**config.mk**
```make
export PLATFORM = sky130hd
export DESIGN_NAME = btn_debounce_multi
export DESIGN_NICKNAME = d
export VERILOG_FILES = /design/src/rtl/btn_db_pkg.sv /design/src/rtl/btn_db_chan.sv /design/src/rtl/btn_debounce_multi.sv
export SDC_FILE = /design/constraint.sdc
export NUM_CORES = 1
export LEC_CHECK = 0
export CAP_MARGIN = 10
export CORE_UTILIZATION = 45
export DETAILED_ROUTE_END_ITERATION = 12
export PLACE_DENSITY = 0.73
export SYNTH_ARGS = -nofsm -noshare
export SYNTH_HDL_FRONTEND = slang
export SYNTH_SLANG_ARGS = --single-unit
```
**constraint.sdc**
```tcl
create_clock -name clk -period 2.7 [get_ports clk]
set_clock_uncertainty 0.2 [all_clocks]
set_input_delay 0.405 -clock clk [delete_from_list [all_inputs] [get_ports clk]]
set_output_delay 0.405 -clock clk [all_outputs]
set_load 0.01 [all_outputs]
```
**src/rtl/btn_db_pkg.sv**
```systemverilog
// Shared types and sizing helpers for the multi-channel button debouncer.
package btn_db_pkg;

    typedef enum logic [1:0] {
        IDLE = 2'd0,
        HELD = 2'd1,
        LONG = 2'd2
    } btn_state_e;

    localparam int N_BTN_DEF         = 5;
    localparam int DB_CYCLES_DEF     = 8;
    localparam int LONG_CYCLES_DEF   = 1000;
    localparam int REPEAT_CYCLES_DEF = 200;

    // Bits needed for a counter that must be able to hold maxCount.
    function automatic int cntWidth(input int maxCount);
        return $clog2(maxCount + 1);
    endfunction

endpackage

```
**src/rtl/btn_db_chan.sv**
```systemverilog
// One button channel: 2-FF synchroniser, counter debounce, hold FSM and pulses.
// Auto-repeat in the LONG state is built only when BTN_AUTO_REPEAT_EN is defined.
module btn_db_chan
    import btn_db_pkg::*;
#(
    parameter int DB_CYCLES     = DB_CYCLES_DEF,
    parameter int LONG_CYCLES   = LONG_CYCLES_DEF,
    parameter int REPEAT_CYCLES = REPEAT_CYCLES_DEF
) (
    input  logic clk,
    input  logic reset,
    input  logic btn_i,
    output logic level_o,
    output logic press_o,
    output logic release_o,
    output logic long_o
);

    localparam int DbW   = cntWidth(DB_CYCLES);
    localparam int HoldW = cntWidth(LONG_CYCLES);
    localparam logic [DbW-1:0]   DbLast   = DbW'(DB_CYCLES - 1);
    localparam logic [HoldW-1:0] HoldLast = HoldW'(LONG_CYCLES - 1);

    logic             s1_q, s2_q;
    logic [DbW-1:0]   dbCnt_q, dbCnt_d;
    logic             level_q, level_d;
    btn_state_e       state_q, state_d;
    logic [HoldW-1:0] hold_q, hold_d;
    logic             press_q, press_d;
    logic             release_q, release_d;
    logic             long_q, long_d;
    logic             riseEv, fallEv;

`ifdef BTN_AUTO_REPEAT_EN
    localparam int RepW = cntWidth(REPEAT_CYCLES);
    localparam logic [RepW-1:0] RepLast = RepW'(REPEAT_CYCLES - 1);
    logic [RepW-1:0] rep_q, rep_d;
`endif

    always_ff @(posedge clk) begin
        if (reset) begin
            s1_q      <= 1'b0;
            s2_q      <= 1'b0;
            dbCnt_q   <= '0;
            level_q   <= 1'b0;
            state_q   <= IDLE;
            hold_q    <= '0;
            press_q   <= 1'b0;
            release_q <= 1'b0;
            long_q    <= 1'b0;
        end else begin
            s1_q      <= btn_i;
            s2_q      <= s1_q;
            dbCnt_q   <= dbCnt_d;
            level_q   <= level_d;
            state_q   <= state_d;
            hold_q    <= hold_d;
            press_q   <= press_d;
            release_q <= release_d;
            long_q    <= long_d;
        end
    end

`ifdef BTN_AUTO_REPEAT_EN
    always_ff @(posedge clk) begin
        if (reset) rep_q <= '0;
        else       rep_q <= rep_d;
    end
`endif

    // Any cycle where the synchronised input agrees with the level restarts the count.
    always_comb begin
        dbCnt_d = dbCnt_q;
        level_d = level_q;
        riseEv  = 1'b0;
        fallEv  = 1'b0;
        if (s2_q == level_q) begin
            dbCnt_d = '0;
        end else if (dbCnt_q == DbLast) begin
            dbCnt_d = '0;
            level_d = s2_q;
            riseEv  = s2_q;
            fallEv  = ~s2_q;
        end else begin
            dbCnt_d = dbCnt_q + 1'b1;
        end
    end

    always_comb begin
        state_d   = state_q;
        hold_d    = hold_q;
        press_d   = riseEv;
        release_d = fallEv;
        long_d    = 1'b0;
`ifdef BTN_AUTO_REPEAT_EN
        rep_d     = '0;
`endif
        case (state_q)
            IDLE: begin
                if (riseEv) begin
                    state_d = HELD;
                    hold_d  = '0;
                end
            end
            HELD: begin
                if (fallEv) begin
                    state_d = IDLE;
                end else if (hold_q == HoldLast) begin
                    long_d  = 1'b1;
                    state_d = LONG;
                    hold_d  = hold_q + 1'b1;
                end else begin
                    hold_d  = hold_q + 1'b1;
                end
            end
            LONG: begin
                if (fallEv) begin
                    state_d = IDLE;
`ifdef BTN_AUTO_REPEAT_EN
                end else if (rep_q == RepLast) begin
                    press_d = 1'b1;
                    rep_d   = '0;
                end else begin
                    rep_d   = rep_q + 1'b1;
`endif
                end
            end
            default: state_d = IDLE;
        endcase
    end

    assign level_o   = level_q;
    assign press_o   = press_q;
    assign release_o = release_q;
    assign long_o    = long_q;

endmodule

```
**src/rtl/btn_debounce_multi.sv**
```systemverilog
// Bus-wide debouncer: N_BTN independent btn_db_chan instances.
// Define BTN_AUTO_REPEAT_EN to enable o_press auto-repeat after a long press.
module btn_debounce_multi
    import btn_db_pkg::*;
#(
    parameter int N_BTN         = N_BTN_DEF,
    parameter int DB_CYCLES     = DB_CYCLES_DEF,
    parameter int LONG_CYCLES   = LONG_CYCLES_DEF,
    parameter int REPEAT_CYCLES = REPEAT_CYCLES_DEF
) (
    input  logic             clk,
    input  logic             reset,
    input  logic [N_BTN-1:0] i_btn,
    output logic [N_BTN-1:0] o_level,
    output logic [N_BTN-1:0] o_press,
    output logic [N_BTN-1:0] o_release,
    output logic [N_BTN-1:0] o_long
);

    for (genvar g = 0; g < N_BTN; g++) begin : gChan
        btn_db_chan #(
            .DB_CYCLES    (DB_CYCLES),
            .LONG_CYCLES  (LONG_CYCLES),
            .REPEAT_CYCLES(REPEAT_CYCLES)
        ) u_chan (
            .clk      (clk),
            .reset    (reset),
            .btn_i    (i_btn[g]),
            .level_o  (o_level[g]),
            .press_o  (o_press[g]),
            .release_o(o_release[g]),
            .long_o   (o_long[g])
        );
    end

endmodule

```
# ---- Yosys cells after proc, flatten, opt, wreduce, memory -nomap -nowiden
# Cells that the tools add are included.
dict set report totals {
  in_bits 7
  wordCells 215
  memories 0
  reg_bits 110
  latchBits 0
  ramBits 0
  romBits 0
}
dict set report classes {
  reduce_logical 35
  mul 0
  n_div 0
  bitwise_logic 15
  n_mux 65
  shifts 0
  order_cmp 0
  n_addsub 10
  eq_ne 45
}
# cell n
set ops {}
lappend ops {{$mux W10} 10}
lappend ops {{$pmux W10 S2} 5}
lappend ops {{$add A10 B1 Y10 const B} 5}
lappend ops {{$eq A10 B10 Y1 const B} 5}
lappend ops {{$mux W2} 20}
lappend ops {{$pmux W2 S3} 5}
lappend ops {{$reduce_and A3 Y1} 10}
lappend ops {{$reduce_or A3 Y1} 10}
lappend ops {{$mux W1} 25}
lappend ops {{$add A4 B1 Y4 const B} 5}
lappend ops {{$eq A4 B3 Y1 const B} 5}
lappend ops {{$ne A2 B1 Y1 const B} 10}
lappend ops {{$ne A3 B1 Y1 const B} 5}
lappend ops {{$not A1 Y1} 15}
lappend ops {{$eq A2 B1 Y1 const B} 5}
lappend ops {{$eq A2 B2 Y1 const B} 5}
lappend ops {{$logic_not A2 Y1} 5}
lappend ops {{$ne A2 B2 Y1 const B} 5}
lappend ops {{$reduce_and A2 Y1} 5}
lappend ops {{$reduce_bool A2 Y1} 5}
lappend ops {{$eq A1 B1 Y1} 5}

# ---- Depth between registers and ports, before layout
# Gate-level depths: netlist of the first run.
dict set report depth {
  word_depth 5
  depth_mapped 7
  depth_no_buf 5
}

# ---- Hierarchy
# A second synthesis of the first run with hierarchy kept.
dict set report unflattened {
  hier_cells 555
  area_unflattened_um2 5004.8
}
# mod seq_area_each_um2 cells_each instances area_per_inst_um2
set by_module_without_submodules {}
lappend by_module_without_submodules {btn_db_chan 440.4 111 5 1001.0}

# ---- Worst setup path before layout of the first run
# No wires, ideal clock.
dict set report synth_timing {
  path_kind {register to register}
  startpoint {register gChan[2].u_chan.dbCnt_q[0]}
  endpoint {register gChan[2].u_chan.hold_q[3]}
  synth_period_minus_slack_ps 2034
  stages_incl_launch_ff 8
  path_buffers 2
  arrival_time_ps 1767
  setup_slack_ps 666
  path_cell_list {dfxtp_1 -> ha_1 -> nand4b_4 -> and2_1 -> buf_6 -> buf_6 -> or4_4 -> a21oi_2}
}
dict set report synth_between {
  elab_chain_cells 5
}
# item line
set synth_lines {}
lappend synth_lines {{start: declaration} btn_db_chan.sv:25} ;# logic [DbW-1:0] dbCnt_q, dbCnt_d;
lappend synth_lines {{start signal: assignment} btn_db_chan.sv:54} ;# dbCnt_q <= dbCnt_d;
lappend synth_lines {{$eq A4 B3 Y1 (*)} btn_db_chan.sv:79} ;# end else if (dbCnt_q == DbLast) begin
lappend synth_lines {{$mux W1} btn_db_chan.sv:79}
lappend synth_lines {{$mux W1} btn_db_chan.sv:77} ;# if (s2_q == level_q) begin
lappend synth_lines {{$ne A2 B2 Y1 (no source line) or $ne A2 B1 Y1 (tied branches)} -}
lappend synth_lines {{$reduce_and A3 Y1 (no source line) (*)} -}
lappend synth_lines {{end signal: assignment} btn_db_chan.sv:57} ;# hold_q <= hold_d;
lappend synth_lines {{end: declaration} btn_db_chan.sv:28} ;# logic [HoldW-1:0] hold_q, hold_d;
# Every way passes the cells marked *; elsewhere a longest branch is shown, timed or not.
# A chain may end at the register's enable or synchronous reset.

# ---- Worst setup path after layout of the first run
dict set report layout_timing {
  startpoint {register gChan[2].u_chan.dbCnt_q[0]}
  endpoint {register gChan[2].u_chan.hold_q[1]}
}
# The elaborated chain is that of the path after synthesis.

==> results.json, run 1 <==
{
  "run_status": "finished clean",
  "rows": 38,
  "pre_cts_ws_ns": 0.435,
  "fmax_mhz": 438,
  "tightest_slew_ns": 1.06,
  "worst-endpoint-arrival_ns": 2.36,
  "p_comb_share_pct": 2.0,
  "path_clk_slew_ns": 0.07,
  "netlist-cell-type-count": 64,
  "powerDensity_mw_per_mm2": 543,
  "synth_xor_area_share_pct": 3.35,
  "synth_compound_area_share_pct": 18.8,
  "mappedNetlistArea_sq_mm": 0.00523,
  "rsz0062_at_grt": "no",
  "cts_tree": "built",
  "min_period_ns": 2.28,
  "area_growth_pct": 10.4,
  "hold_viol_final": 0,
  "cts_sinks": 110,
  "place_inst": 716,
  "cp-start-kind": "flip-flop",
  "hold_slack_ns": 0.244,
  "synth_mux_area_share_pct": 0.598,
  "nNetsFinal": 604,
  "holdBufCountCts": 0,
  "vias": 4242,
  "die_w_microns": 110,
  "synth_fp_nets": 606,
  "p_int_mw": 2.48,
  "first_iter_violations": 221,
  "drc_errors": 0,
  "period_share_pct": 84.6,
  "grt_max_degree": 21,
  "seqPwrFrac_pct": 52.2,
  "peakVddDrop_mv": 0.376,
  "p_leak_nw": 1.95,
  "gp_congestion": 0.885,
  "track_usage_pct": 18.7,
  "core_sq_mm": 0.0111,
  "pin_count": 27,
  "avgSynthCellArea_sq_um": 8.88,
  "async_flop_share_pct": 0,
  "final_area_sq_mm": 0.00577,
  "grt_antenna_before_repair": 0,
  "diodes": 0,
  "synth_edf_count": 0,
  "post_cts_resized": 0,
  "p_switching_mw": 0.655,
  "port_buffers": 26,
  "worst_slack_ns": 0.416,
  "initial_utilization_pct": 47.2,
  "drive_gt1_share_pct": 6.08,
  "cts.root.buffer_cell": "clkbuf_16",
  "drt-vias-per-instance": 5.80,
  "synth_cells": 589,
  "fill_cells": 1007,
  "synth-simple-area-share_pct": 26.5,
  "synth_top_family_by_area": "simple AND/OR/NAND/NOR gates",
  "cp.required_ns": 2.77,
  "antenna_left": 0,
  "htreeDepth": 3,
  "hp-class": "flip-flop to flip-flop",
  "power_mw": 3.13,
  "pwr-share-clk_pct": 45.8,
  "grt_pass1_wl_mm": 17.9,
  "grt_pass1_vias": 3968,
  "final_cells": 732,
  "crit_type": "flip-flop to flip-flop",
  "ys_seq_area_share_pct": 42.1,
  "clock_latency_ns": 0.35,
  "routed_wl_mm": 10.1,
  "setup_tns_ns": 0,
  "dpl-instance-area_sq_mm": 0.00544,
  "slew_headroom_pct": 29.2,
  "swShare_pct": 20.9,
  "maxCapViolations": 0,
  "ys_ff_latch": 110,
  "dieHeight_microns": 110,
  "global_route.overflow_total": 0,
  "tritoncts.num_buffers": 9,
  "final_util_pct": 52.1,
  "postCtsSetupBuffers": 0,
  "path_max_fanout": 16,
  "endpoint_kind": "flip-flop",
  "setup_viol": 0,
  "cts_buffer_depth": 2,
  "synthAdderAreaFrac_pct": 2.39,
  "ys_warn_count": 0,
  "hpwlAfterDp_mm": 7.09,
  "dieArea_sq_mm": 0.0121,
  "drt-wirelength-per-cell_microns": 13.8,
  "synthFlopType": "dfxtp_1",
  "drv_slew": 0,
  "firstDrtPassIters": 7
}
## cells by family (layout without fill, tap and decap cells)
family / Yosys count / count (layout)
simple gates: 239 / 239
compound gates: 145 / 145
flops: 110 / 110
buf+inv: 62 / 65
xor+xnor: 20 / 20
fa+ha+maj: 10 / 10
mux: 3 / 3
## cells in the final DEF, fill, tap and decap left out, types with 7 or more instances in the layout
cell,instances
nand4_1,10
or3_1,8
o21ai_0,13
o31ai_1,16
or4_1,13
o21ai_1,8
clkbuf_16,9
nand2_1,35
xor2_1,10
buf_4,7
clkdlybuf4s50_1,25
a21oi_1,50
nand2b_1,13
a211oi_1,10
nor3_1,18
ha_1,10
nand3_1,28
a31oi_1,7
and3_1,10
xnor2_1,10
dfxtp_1,110
nor2_1,42
nor2b_1,20
inv_1,14
## synthesized netlist by cell type (5+ instances only)
library cell / number / share of area (%)
nand3b_1: 5 / 0.72
o31ai_1: 16 / 2.3
or4_1: 13 / 1.9
a211oi_1: 10 / 1.4
a31oi_1: 7 / 0.84
buf_4: 20 / 2.9
o21ai_1: 8 / 0.77
nor3_1: 18 / 1.7
nand3_1: 28 / 2.7
a21oi_1: 50 / 4.8
o21ai_0: 13 / 1.2
or3_1: 8 / 0.96
clkbuf_1: 19 / 1.4
ha_1: 10 / 2.4
nor2_1: 42 / 3.0
nor2b_1: 20 / 2.4
dfxtp_1: 110 / 42
xor2_1: 10 / 1.7
nand4_1: 10 / 1.2
and3_1: 10 / 1.2
and3b_1: 5 / 0.84
xnor2_1: 10 / 1.7
nand2b_1: 13 / 1.6
or4b_1: 5 / 0.96
inv_1: 14 / 1.0
nand2_1: 35 / 2.5
## power groups by stage
| stage | Sequential [mW] | Combinational, mW | Clock (mW) |
|---|---|---|---|
| 2_1_floorplan | 1.67 | 0.0384 | 0 |
| 3_3_place_gp | 1.67 | 0.0611 | 0 |
| 3_5_place_dp | 1.67 | 0.0629 | 0 |
| 4_1_cts | 1.64 | 0.0633 | 1.48 |
| 5_1_grt | 1.64 | 0.0703 | 1.54 |
| 6_report | 1.64 | 0.0626 | 1.44 |
## worst paths after layout
check | slack (ns) | endpoint | depth (start not counted) | from
worst max-delay path | 0.42 | gChan[2].u_chan.hold_q[1] | 5 | gChan[2].u_chan.dbCnt_q[0]
worst min-delay path | 0.24 | gChan[1].u_chan.s2_q | 1 | gChan[1].u_chan.s1_q
worst max register to register | 0.42 | gChan[2].u_chan.hold_q[1] | 5 | gChan[2].u_chan.dbCnt_q[0]
worst min register to register | 0.24 | gChan[1].u_chan.s2_q | 1 | gChan[1].u_chan.s1_q
## sequential cells by signal (all words and copies together), names as in the netlist
| signal | cells |
|---|---|
| gChan.u_chan.level_o | 5 |
| gChan.u_chan.press_o | 5 |
| gChan.u_chan.s2_q | 5 |
| gChan.u_chan.dbCnt_q | 20 |
| gChan.u_chan.state_q | 10 |
| gChan.u_chan.long_o | 5 |
| gChan.u_chan.release_o | 5 |
| gChan.u_chan.s1_q | 5 |
| gChan.u_chan.hold_q | 50 |
## layout make-up
type | count | area (sq um) | area share, %
clock buffers | 9 | 225 | 3.90
repair buffers | 33 | 308 | 5.33
inverters | 16 | 60.1 | 1.04
well taps | 140 | 175 | 3.03
flip-flops and latches | 110 | 2200 | 38.1
clock inverters | 7 | 104 | 1.80
multi-input cells | 417 | 2700 | 46.7
## critical path, cell delays in order, from the launching register on
cell,delay [ns]
dfxtp_1,0.36
ha_1,0.29
nand4bb_1,0.15
a21oi_1,0.86
a2111oi_0,0.18
nor3_1,0.17
## per-layer routing
| metal | GRT usage (%) | routed length, microns | vias to the layer above |
|---|---|---|---|
| met5 | 0 | 0 | - |
| met4 | 6.76 | 110 | 0 |
| met3 | 5.04 | 409 | 10 |
| met2 | 30.0 | 4680 | 77 |
| met1 | 23.8 | 4880 | 2009 |
| li1 | - | - | 2146 |
(Power assumes the default switching activity.)
==> inputs of run 2 (changes only) <==
==> constraint.sdc (replaced) <==
create_clock -name clk -period 2.29 [get_ports clk]
set_clock_uncertainty 0.2 [all_clocks]
set_input_delay 0.3435 -clock clk [delete_from_list [all_inputs] [get_ports clk]]
set_output_delay 0.3435 -clock clk [all_outputs]
set_load 0.01 [all_outputs]
==> results.json, run 2 (synthesized netlist as in run 1, its figures left out) <==
{
  "peakVddDrop_mv": 0.437,
  "pin_count": 27,
  "drv_slew": 0,
  "dpl-instance-area_sq_mm": 0.00548,
  "maxCapViolations": 0,
  "gp_congestion": 0.840,
  "setup_tns_ns": 0,
  "die_w_microns": 110,
  "area_growth_pct": 10.9,
  "slew_headroom_pct": 59.7,
  "initial_utilization_pct": 47.2,
  "grt_max_degree": 44,
  "ff2ff_setup_slack_ns": 0.17,
  "core_sq_mm": 0.0111,
  "largestRegisters": "gChan.u_chan.hold_q (50), gChan.u_chan.dbCnt_q (20), gChan.u_chan.state_q (10)",
  "fmax_mhz": 458,
  "cp.required_ns": 1.75,
  "tightest_slew_ns": 0.604,
  "regMostFlops": "gChan.u_chan.hold_q",
  "hold_viol_final": 0,
  "min_period_ns": 2.18,
  "drt-vias-per-instance": 5.82,
  "dieArea_sq_mm": 0.0121,
  "cts.root.buffer_cell": "clkbuf_16",
  "layout_common_cells": "dfxtp_1 (110), a21oi_1 (48), nor2_1 (42)",
  "antenna_left": 0,
  "rows": 38,
  "port_buffers": 26,
  "power_mw": 3.57,
  "nNetsFinal": 609,
  "cts_tree": "built",
  "p_leak_nw": 1.97,
  "pre_cts_ws_ns": -0.00487,
  "powerDensity_mw_per_mm2": 615,
  "tritoncts.num_buffers": 9,
  "slowest_delay_ns": 0.65,
  "global_route.overflow_total": 0,
  "cts_buffer_depth": 2,
  "drt-wirelength-per-cell_microns": 13.7,
  "hpwlAfterDp_mm": 7.02,
  "endpoint_kind": "output pin",
  "path_max_fanout": 15,
  "grt_pass1_vias": 3949,
  "path_delay_family": "flip-flops",
  "cp_slowest_cell": "dfxtp_1",
  "clock_latency_ns": 0.35,
  "crit_type": "flip-flop to output pin",
  "critPathBufInv": 1,
  "worst-endpoint-arrival_ns": 1.64,
  "htreeDepth": 3,
  "period_share_pct": 95.3,
  "grt_antenna_before_repair": 0,
  "drc_errors": 0,
  "routed_wl_mm": 10.1,
  "rsz0062_at_grt": "no",
  "hp-class": "input port to flip-flop",
  "vias": 4286,
  "final_common_cell": "dfxtp_1",
  "worst_slack_ns": 0.108,
  "largest_reg_flops": 50,
  "setup_viol": 0,
  "dieHeight_microns": 110,
  "holdBufCountCts": 0,
  "run_status": "finished clean",
  "final_util_pct": 52.3,
  "cp-start-kind": "flip-flop",
  "path_clk_slew_ns": 0.07,
  "track_usage_pct": 18.0,
  "p_switching_mw": 0.728,
  "path_cells": "clkdlybuf4s50_1",
  "first_iter_violations": 259,
  "p_int_mw": 2.84,
  "firstDrtPassIters": 4,
  "pwr-share-clk_pct": 43.8,
  "drive_gt1_share_pct": 7.37,
  "p_comb_share_pct": 2.1,
  "seqPwrFrac_pct": 54.1,
  "diodes": 0,
  "cts_sinks": 110,
  "grt_pass1_wl_mm": 17.4,
  "postCtsSetupBuffers": 0,
  "swShare_pct": 20.4,
  "final_area_sq_mm": 0.00580
}
==> run 2: final timing paths <==
check | start | end | cells past startpoint
worst max-delay path | gChan[4].u_chan.level_o | o_level[4] | 1
worst max register to register | gChan[2].u_chan.dbCnt_q[0] | gChan[2].u_chan.hold_q[7] | 5
worst min-delay path | reset | gChan[2].u_chan.s2_q | 2
worst min register to register | gChan[1].u_chan.s1_q | gChan[1].u_chan.s2_q | 1
==> run 2: power groups by stage <==
stage | Sequential, mW | Combinational [mW] | Clock, mW
CTS | 1.93 | 0.0762 | 1.59
detailed placement | 1.97 | 0.0760 | 0
finish | 1.93 | 0.0759 | 1.56
global route | 1.93 | 0.0838 | 1.67
global placement | 1.97 | 0.0742 | 0
floorplan | 1.97 | 0.0453 | 0
==> run 2: per-layer routing <==
metal	share of wire, %	vias to the layer above	GRT usage, %
met4	0.90	0	5.24
met2	48	84	29.6
met5	0	-	0
met1	47	2024	23.0
li1	-	2170	-
met3	4.5	8	5.10
==> run 2: through the flow <==
step                hold WS, ns  cells
floorplan                 0.214    589
global placement          0.220    721
detailed placement        0.223    721
CTS                      0.0754    737
global route             0.0990    737
finish                   0.0857    737
==> run 2: area by class of cell <==
type | count | area, sq um
clock buffer | 14 | 294
clock inverter | 2 | 12.5
fill | 1022 | 5280
inverter | 16 | 60.1
multi-input combinational | 417 | 2710
sequential | 110 | 2200
tap | 140 | 175
timing repair buffer | 38 | 345
==> run 2: what timing repair did <==
item	CTS	global route
resized for setup	1	2
pin swaps	0	0
endpoints found under the setup margin	6	5
==> inputs of run 3 (changes only) <==
--- a/config.mk
+++ b/config.mk
@@ -8,7 +8,8 @@
 export CAP_MARGIN = 10
 export CORE_UTILIZATION = 45
 export DETAILED_ROUTE_END_ITERATION = 12
-export PLACE_DENSITY = 0.73
+export PLACE_DENSITY = 0.64
+export SKIP_LAST_GASP = 1
 export SYNTH_ARGS = -nofsm -noshare
 export SYNTH_HDL_FRONTEND = slang
 export SYNTH_SLANG_ARGS = --single-unit
==> constraint.sdc (replaced) <==
create_clock -name clk -period 2.55 [get_ports clk]
set_clock_uncertainty 0.2 [all_clocks]
set_input_delay 0.3825 -clock clk [delete_from_list [all_inputs] [get_ports clk]]
set_output_delay 0.3825 -clock clk [all_outputs]
set_load 0.01 [all_outputs]
==> results.json, run 3 (synthesized netlist as in run 1, its figures left out) <==
{
  "run_status": "finished clean",
  "cts.root.buffer_cell": "clkbuf_16",
  "slowest_delay_ns": 0.86,
  "regMostFlops": "gChan.u_chan.hold_q",
  "postCtsSetupBuffers": 0,
  "post_cts_resized": 0,
  "rows": 38,
  "tritoncts.num_buffers": 9,
  "ff2ff_setup_slack_ns": 0.23,
  "period_share_pct": 91.1,
  "fill_cells": 1048,
  "gp_congestion": 0.831,
  "drive_gt1_share_pct": 6.40,
  "initial_utilization_pct": 47.2,
  "setup_viol": 0,
  "critPathBufInv": 0,
  "path_cells": "ha_1 > nand4bb_1 > a21oi_1 > or4_4 > a21oi_2",
  "port_buffers": 26,
  "tightest_slew_ns": 1.06,
  "area_growth_pct": 9.76,
  "path_clk_slew_ns": 0.07,
  "holdBufCountCts": 0,
  "cts_buffer_depth": 2,
  "final_common_cell": "dfxtp_1",
  "maxCapViolations": 0,
  "largest_reg_flops": 50,
  "fmax_mhz": 430,
  "drc_errors": 0,
  "min_period_ns": 2.32,
  "hold_viol_final": 0,
  "worst_slack_ns": 0.227,
  "power_mw": 3.10,
  "dieHeight_microns": 110,
  "pin_count": 27,
  "p_leak_nw": 1.94,
  "antenna_left": 0,
  "drv_slew": 0,
  "powerDensity_mw_per_mm2": 539,
  "track_usage_pct": 17.7,
  "grt_max_degree": 24,
  "htreeDepth": 3,
  "final_util_pct": 51.8,
  "path_max_fanout": 16,
  "die_w_microns": 110,
  "slew_headroom_pct": 29.4,
  "cp-start-kind": "flip-flop",
  "cp_slowest_cell": "a21oi_1",
  "cp.required_ns": 2.58,
  "drt-wirelength-per-cell_microns": 13.5,
  "worst-endpoint-arrival_ns": 2.36,
  "crit_type": "flip-flop to flip-flop",
  "routed_wl_mm": 9.91,
  "hpwlAfterDp_mm": 6.98,
  "pre_cts_ws_ns": 0.224,
  "cts_tree": "built",
  "drt-vias-per-instance": 5.70,
  "path_delay_family": "compound AO/OA/AOI/OAI gates",
  "vias": 4186,
  "dieArea_sq_mm": 0.0121,
  "firstDrtPassIters": 4,
  "first_iter_violations": 147,
  "global_route.overflow_total": 0,
  "diodes": 0,
  "cts_sinks": 110,
  "endpoint_kind": "flip-flop",
  "peakVddDrop_mv": 0.446,
  "grt_pass1_wl_mm": 17.2,
  "grt_antenna_before_repair": 0,
  "largestRegisters": "gChan.u_chan.hold_q (50), gChan.u_chan.dbCnt_q (20), gChan.u_chan.state_q (10)",
  "setup_tns_ns": 0,
  "hp-class": "input port to flip-flop",
  "grt_pass1_vias": 3818,
  "nNetsFinal": 607,
  "rsz0062_at_grt": "no",
  "layout_common_cells": "dfxtp_1 (110), a21oi_1 (50), nor2_1 (42)",
  "clock_latency_ns": 0.34,
  "core_sq_mm": 0.0111
}
run 3: cell count changes in the layout (fill, tap and decap cells not counted), sizes merged:
cell    change
buf         -2
inv         +1
clkbuf      -5
clkinv      +3
run 3: worst register-to-register path, cell delays in order, from the launching register on:
cell and delay, ns:
dfxtp_1 0.37, ha_1 0.31, nand4bb_1 0.16, a21oi_1 0.86, or4_4 0.27, a21oi_2 0.04
run 3: layer usage:
layer / global-route usage (%) / vias to the layer above / wire length [microns]
met4: 5.81 / 0 / 125
met2: 29.3 / 39 / 4540
met3: 3.85 / 10 / 220
met1: 22.8 / 1983 / 5020
li1: - / 2154 / -
met5: 0 / - / 0
run 3: per-stage QoR:
stage	hold slack (ns)	cells	cell area, sq um
2_1_floorplan	0.214	589	5230
3_3_place_gp	0.219	719	5470
3_5_place_dp	0.226	719	5470
4_1_cts	0.142	734	5740
5_1_grt	0.160	734	5740
6_report	0.155	734	5740
run 3: path summary, 6_finish.rpt:
path	startpoint	to	depth (start not counted)
worst max-delay path	gChan[2].u_chan.dbCnt_q[0]	gChan[2].u_chan.hold_q[3]	5
worst min-delay path	reset	gChan[2].u_chan.s1_q	2
worst max register to register	gChan[2].u_chan.dbCnt_q[0]	gChan[2].u_chan.hold_q[3]	5
worst min register to register	gChan[4].u_chan.s1_q	gChan[4].u_chan.s2_q	1
run 3: area by class of cell:
class | count | area (sq um) | area share, %
multi-input combinational | 417 | 2700 | 47.0
sequential | 110 | 2200 | 38.4
timing repair buffer | 36 | 330 | 5.76
clock buffer | 9 | 225 | 3.92
tap | 140 | 175 | 3.05
inverter | 16 | 60.1 | 1.05
clock inverter | 6 | 47.5 | 0.828
run 3: power breakdown:
part	leakage, nW	internal (mW)	switching (mW)	total, mW
sequential	0.888	1.73	0.00653	1.73
combinational	0.918	0.0292	0.0399	0.0691
clock	0.132	0.664	0.630	1.29
total	1.94	2.42	0.676	3.10
